==> config.mk <==
export PLATFORM = sky130hd
export DESIGN_NAME = tetris_key_controller
export DESIGN_NICKNAME = d
export VERILOG_FILES = /design/src/rtl/tetris_pkg.sv /design/src/rtl/key_repeat_timer.sv /design/src/rtl/tetris_key_controller.sv
export SDC_FILE = /design/constraint.sdc
export NUM_CORES = 1
export LEC_CHECK = 0
export CAP_MARGIN = 40
export CORE_UTILIZATION = 49
export DETAILED_ROUTE_END_ITERATION = 16
export PLACE_DENSITY = 0.74
export SLEW_MARGIN = 0
export SYNTH_ARGS = -nofsm -noshare
export SYNTH_HDL_FRONTEND = slang
export SYNTH_SLANG_ARGS = --single-unit
==> constraint.sdc <==
create_clock -name clk_clk -period 2.1 [get_ports clk_clk]
set_input_delay 0.21 -clock clk_clk [delete_from_list [all_inputs] [get_ports clk_clk]]
set_output_delay 0.21 -clock clk_clk [all_outputs]
set_load 0.05 [all_outputs]
==> src/rtl/tetris_pkg.sv <==
// Shared keycodes, action and state encodings for the Tetris keyboard front end.
// decode_key maps a HID usage code onto the game action it triggers.
package tetris_pkg;

   localparam logic [7:0] KEY_LEFT  = 8'h50;
   localparam logic [7:0] KEY_RIGHT = 8'h4F;
   localparam logic [7:0] KEY_DOWN  = 8'h51;
   localparam logic [7:0] KEY_UP    = 8'h52;
   localparam logic [7:0] KEY_Z     = 8'h1D;
   localparam logic [7:0] KEY_SPACE = 8'h2C;

   typedef enum logic [2:0] {
      ACT_NONE,
      ACT_LEFT,
      ACT_RIGHT,
      ACT_DROP,
      ACT_CW,
      ACT_CCW,
      ACT_HARD
   } action_e;

   typedef enum logic [1:0] {
      StIdle,
      StDas,
      StRepeat,
      StLocked
   } state_e;

   function automatic action_e decode_key(input logic [7:0] key);
      action_e act;
      unique case (key)
         KEY_LEFT:  act = ACT_LEFT;
         KEY_RIGHT: act = ACT_RIGHT;
         KEY_DOWN:  act = ACT_DROP;
         KEY_UP:    act = ACT_CW;
         KEY_Z:     act = ACT_CCW;
         KEY_SPACE: act = ACT_HARD;
         default:   act = ACT_NONE;
      endcase
      return act;
   endfunction

endpackage

==> src/rtl/key_repeat_timer.sv <==
// Frame counter for DAS/ARR timing: expire is high on the tick that completes
// a period, and the counter restarts from zero on expire or clear.
module key_repeat_timer (
   input  logic       clk,
   input  logic       reset,
   input  logic       clear,
   input  logic       tick,
   input  logic [7:0] period,
   output logic       expire
);

   logic [7:0] cnt_q;

   assign expire = tick && (cnt_q == period - 8'd1);

   always_ff @(posedge clk) begin
      if (reset || clear) begin
         cnt_q <= 8'd0;
      end else if (expire) begin
         cnt_q <= 8'd0;
      end else if (tick) begin
         cnt_q <= cnt_q + 8'd1;
      end
   end

endmodule

==> src/rtl/tetris_key_controller.sv <==
// Turns the held HID keycode into one-cycle game-action pulses with
// press detection, delayed auto-shift, auto-repeat and soft-drop repeat.
module tetris_key_controller
   import tetris_pkg::*;
#(
   parameter int unsigned DAS_FRAMES       = 10,
   parameter int unsigned ARR_FRAMES       = 2,
   parameter int unsigned SOFT_DROP_FRAMES = 2
) (
   input  logic       clk_clk,
   input  logic       reset,
   input  logic [7:0] keycode,
   input  logic       frame_tick,
   input  logic       enable,
   output logic       move_left,
   output logic       move_right,
   output logic       soft_drop,
   output logic       rotate_cw,
   output logic       rotate_ccw,
   output logic       hard_drop
);

   localparam logic [7:0] DasPeriod  = 8'(DAS_FRAMES);
   localparam logic [7:0] ArrPeriod  = 8'(ARR_FRAMES);
   localparam logic [7:0] DropPeriod = 8'(SOFT_DROP_FRAMES);

   logic [7:0] key_q;
   logic       tick_q;
   logic [7:0] held_q, held_d;
   state_e     state_q, state_d;
   action_e    act_q, act_d;

   logic       new_press, release_key;
   logic       tmr_tick, tmr_clear, expire;
   logic [7:0] period;

   // The tick is registered alongside the keycode so press/tick collisions line up.
   always_ff @(posedge clk_clk) begin
      if (reset) begin
         key_q   <= 8'h00;
         tick_q  <= 1'b0;
         held_q  <= 8'h00;
         state_q <= StIdle;
         act_q   <= ACT_NONE;
      end else begin
         key_q   <= keycode;
         tick_q  <= frame_tick;
         held_q  <= held_d;
         state_q <= state_d;
         act_q   <= act_d;
      end
   end

   assign new_press   = (key_q != 8'h00) && (key_q != held_q);
   assign release_key = (key_q == 8'h00);

   always_comb begin
      if (state_q == StDas)         period = DasPeriod;
      else if (held_q == KEY_DOWN)  period = DropPeriod;
      else                          period = ArrPeriod;
   end

   assign tmr_clear = new_press || release_key;
   assign tmr_tick  = tick_q && enable && ((state_q == StDas) || (state_q == StRepeat));

   key_repeat_timer u_timer (
      .clk    (clk_clk),
      .reset  (reset),
      .clear  (tmr_clear),
      .tick   (tmr_tick),
      .period (period),
      .expire (expire)
   );

   always_comb begin
      state_d = state_q;
      held_d  = held_q;
      act_d   = ACT_NONE;
      if (release_key) begin
         state_d = StIdle;
         held_d  = 8'h00;
      end else if (new_press) begin
         held_d = key_q;
         if (!enable) begin
            state_d = StLocked;
         end else begin
            act_d = decode_key(key_q);
            unique case (act_d)
               ACT_LEFT, ACT_RIGHT: state_d = StDas;
               ACT_DROP:            state_d = StRepeat;
               default:             state_d = StLocked;
            endcase
         end
      end else if (!enable) begin
         // A key held while disabled must be re-pressed before it fires again.
         if (state_q != StIdle) state_d = StLocked;
      end else if (expire) begin
         act_d = decode_key(held_q);
         if (state_q == StDas) state_d = StRepeat;
      end
   end

   always_comb begin
      move_left  = 1'b0;
      move_right = 1'b0;
      soft_drop  = 1'b0;
      rotate_cw  = 1'b0;
      rotate_ccw = 1'b0;
      hard_drop  = 1'b0;
      unique case (act_q)
         ACT_LEFT:  move_left  = 1'b1;
         ACT_RIGHT: move_right = 1'b1;
         ACT_DROP:  soft_drop  = 1'b1;
         ACT_CW:    rotate_cw  = 1'b1;
         ACT_CCW:   rotate_ccw = 1'b1;
         ACT_HARD:  hard_drop  = 1'b1;
         default:   ;
      endcase
   end

endmodule

==> metrics.csv <==
metric,value,unit
htreeDepth,2,
insertion_delay,330,ps
setup_viol,0,
drt_iter0_drc,52,
num_io_pins,18,
synth_cell_types,43,
dieArea,0.00338,mm2
yosysSeqAreaShare,0.389,
dpl.hpwl,2430,um
grt_pass1_vias,1280,
synth-main-ff-cell,dfxtp_1,
grt_usage,0.219,
relSlewSlack,0.609,
leakage,0.648,nW
p_per_area,612,mW/mm2
cp_top_family,simple AND/OR/NAND/NOR gates,
fin_util,0.605,
worstSetupPathType,reg -> reg,
cp.buffers_inverters,0,
cp-end-kind,flop,
fin_setup_tns,0,ps
required,2360,ps
reg2reg_slack,100,ps
yosysTopAreaCellShare,0.389,
grt_pass1_wl,5530,um
cts_resized,0,
maxSlewViolCount,0,
layout-drive-gt1-share,0.127,
cts_tree,built,
synthesis.nets,180,
crit_path_top_delay_cell,or4_4,
stdcell_area,0.00183,mm2
arrival,2260,ps
cts_buffers,5,
synth_enable_flop_cells,0,
synth_area_leaders,"dfxtp_1, xnor2_1, o221a_2",
yosys_register_bits,30,
port_buffers,17,
synthToLayoutAreaGrowth,18.5,%
gp_congestion,0.884,
final_cell_mix,"dfxtp_1, clkdlybuf4s50_1, xnor2_1, nor2_1, nor2b_1",
finClkSkew,7.69,ps
setup_ws,102,ps
finalCritPeriodShare,0.952,
status,completed,
final_common_cell,dfxtp_1,
slowest_delay,550,ps
die_h,58.2,um
clock-root-buffer,clkbuf_4,
drv_cap,0,
fillerInstances,261,
critical_path.max_fanout,8,
synth_area,0.00155,mm2
synth_cells,164,
cp_cell_sequence,xnor2_1 > nand4_1 > or2_0 > or4_4 > a211oi_2,
finalWirelength,3180,um
cts_buffer_depth,2,
row_count,20,
hold_buffers,0,
drc,0,
nets,205,
synth.largest_area_cell,dfxtp_1,
timing.fmax,500,MHz
placed_area,0.00179,mm2
wl_per_cell,13.7,um
rsz0062_at_grt,false,
antenna_found_initial,0,
post-place-ws,181,ps
core_area,0.00303,mm2
grt_max_degree,10,
cp-start-kind,flop,
min_period,2000,ps
finalHoldViolCount,0,
ir_drop,0.399,mV
drt.antenna.violating_nets,0,
num_antenna_cells,0,
dr.pass1.iters,4,
yosys_warnings,0,
cts.clk_slew.worst_paths,80,ps
worstMarginPinSlew,582,ps
avgSynthCellArea,9.42,um2
clkSinkCount,30,
synthArstFlopShare,0,
cts_setup_buffers,0,
via_per_inst,5.61,
vias,1306,
die_w,58.2,um
grt-ovfl-total,0,
hp-class,in -> reg,
initial_core_util,0.510,
hold-worst-slack,427,ps
## per-stage QoR
stage	std cells	total power, W
6_report	233	0.00112
2_1_floorplan	164	0.000761
3_3_place_gp	226	0.000817
3_5_place_dp	226	0.000824
5_1_grt	233	0.00118
4_1_cts	233	0.00112
## worst reg2reg max path: cells and delay by family, from the launching register on
kind / cells / cell delay (ps)
compound gates: 1 / 210
xor+xnor: 1 / 200
flops: 1 / 480
simple gates: 3 / 1050
## Yosys cell counts, types with 3 or more instances
library cell	count
a21oi_1	4
and3b_1	5
clkbuf_1	4
dfxtp_1	30
ha_1	4
inv_1	5
nand2_1	9
nand3_1	5
nand4_1	3
nor2_1	13
nor2b_1	11
nor3b_1	8
nor4_1	3
o21ai_0	4
o221a_2	8
xnor2_1	13
## kinds of logic after synthesis
family                   count (synthesis)  share of synthesized area
AND/OR/NAND/NOR                         76                      0.306
flip-flops                              30                      0.389
AO/OA/AOI/OAI                           27                      0.145
XOR/XNOR                                15                     0.0850
buffers and inverters                   11                     0.0364
adder cells (fa/ha/maj)                  4                     0.0324
multiplexers                             1                    0.00648
## report_power, final
part	switching (W)	internal, W	total, W
registers	0.0000405	0.000598	0.000638
logic	0.0000805	0.0000967	0.000177
clock network	0.000179	0.000126	0.000304
total	0.000300	0.000820	0.00112
## cell type report
class | count | area [um2] | share of cell area
multi-input cells | 123 | 888 | 0.485
flip-flops and latches | 30 | 601 | 0.328
repair buffers | 24 | 223 | 0.122
well taps | 44 | 55.1 | 0.0301
clock buffers | 7 | 45.0 | 0.0246
inverters | 5 | 18.8 | 0.0103
## metal layers
layer	share of wire	global-route usage	vias up
met4	0.017	0.126	0
met5	0	0	-
li1	-	-	657
met3	0.055	0.0670	6
met2	0.47	0.345	38
met1	0.45	0.263	605
## registers in the layout, indices dropped and copies added, names as in the netlist
signal	cells
tick_q	1
state_q	2
u_timer.cnt_q	8
act_q	3
key_q	8
held_q	8
## final timing paths
path                    start               end  depth (start not counted)
max                  key_q[0]  u_timer.cnt_q[1]                          5
min                keycode[0]          key_q[0]                          2
max reg2reg          key_q[0]  u_timer.cnt_q[1]                          5
min reg2reg  u_timer.cnt_q[6]  u_timer.cnt_q[6]                          2
Power figures use the tool's default switching activity.
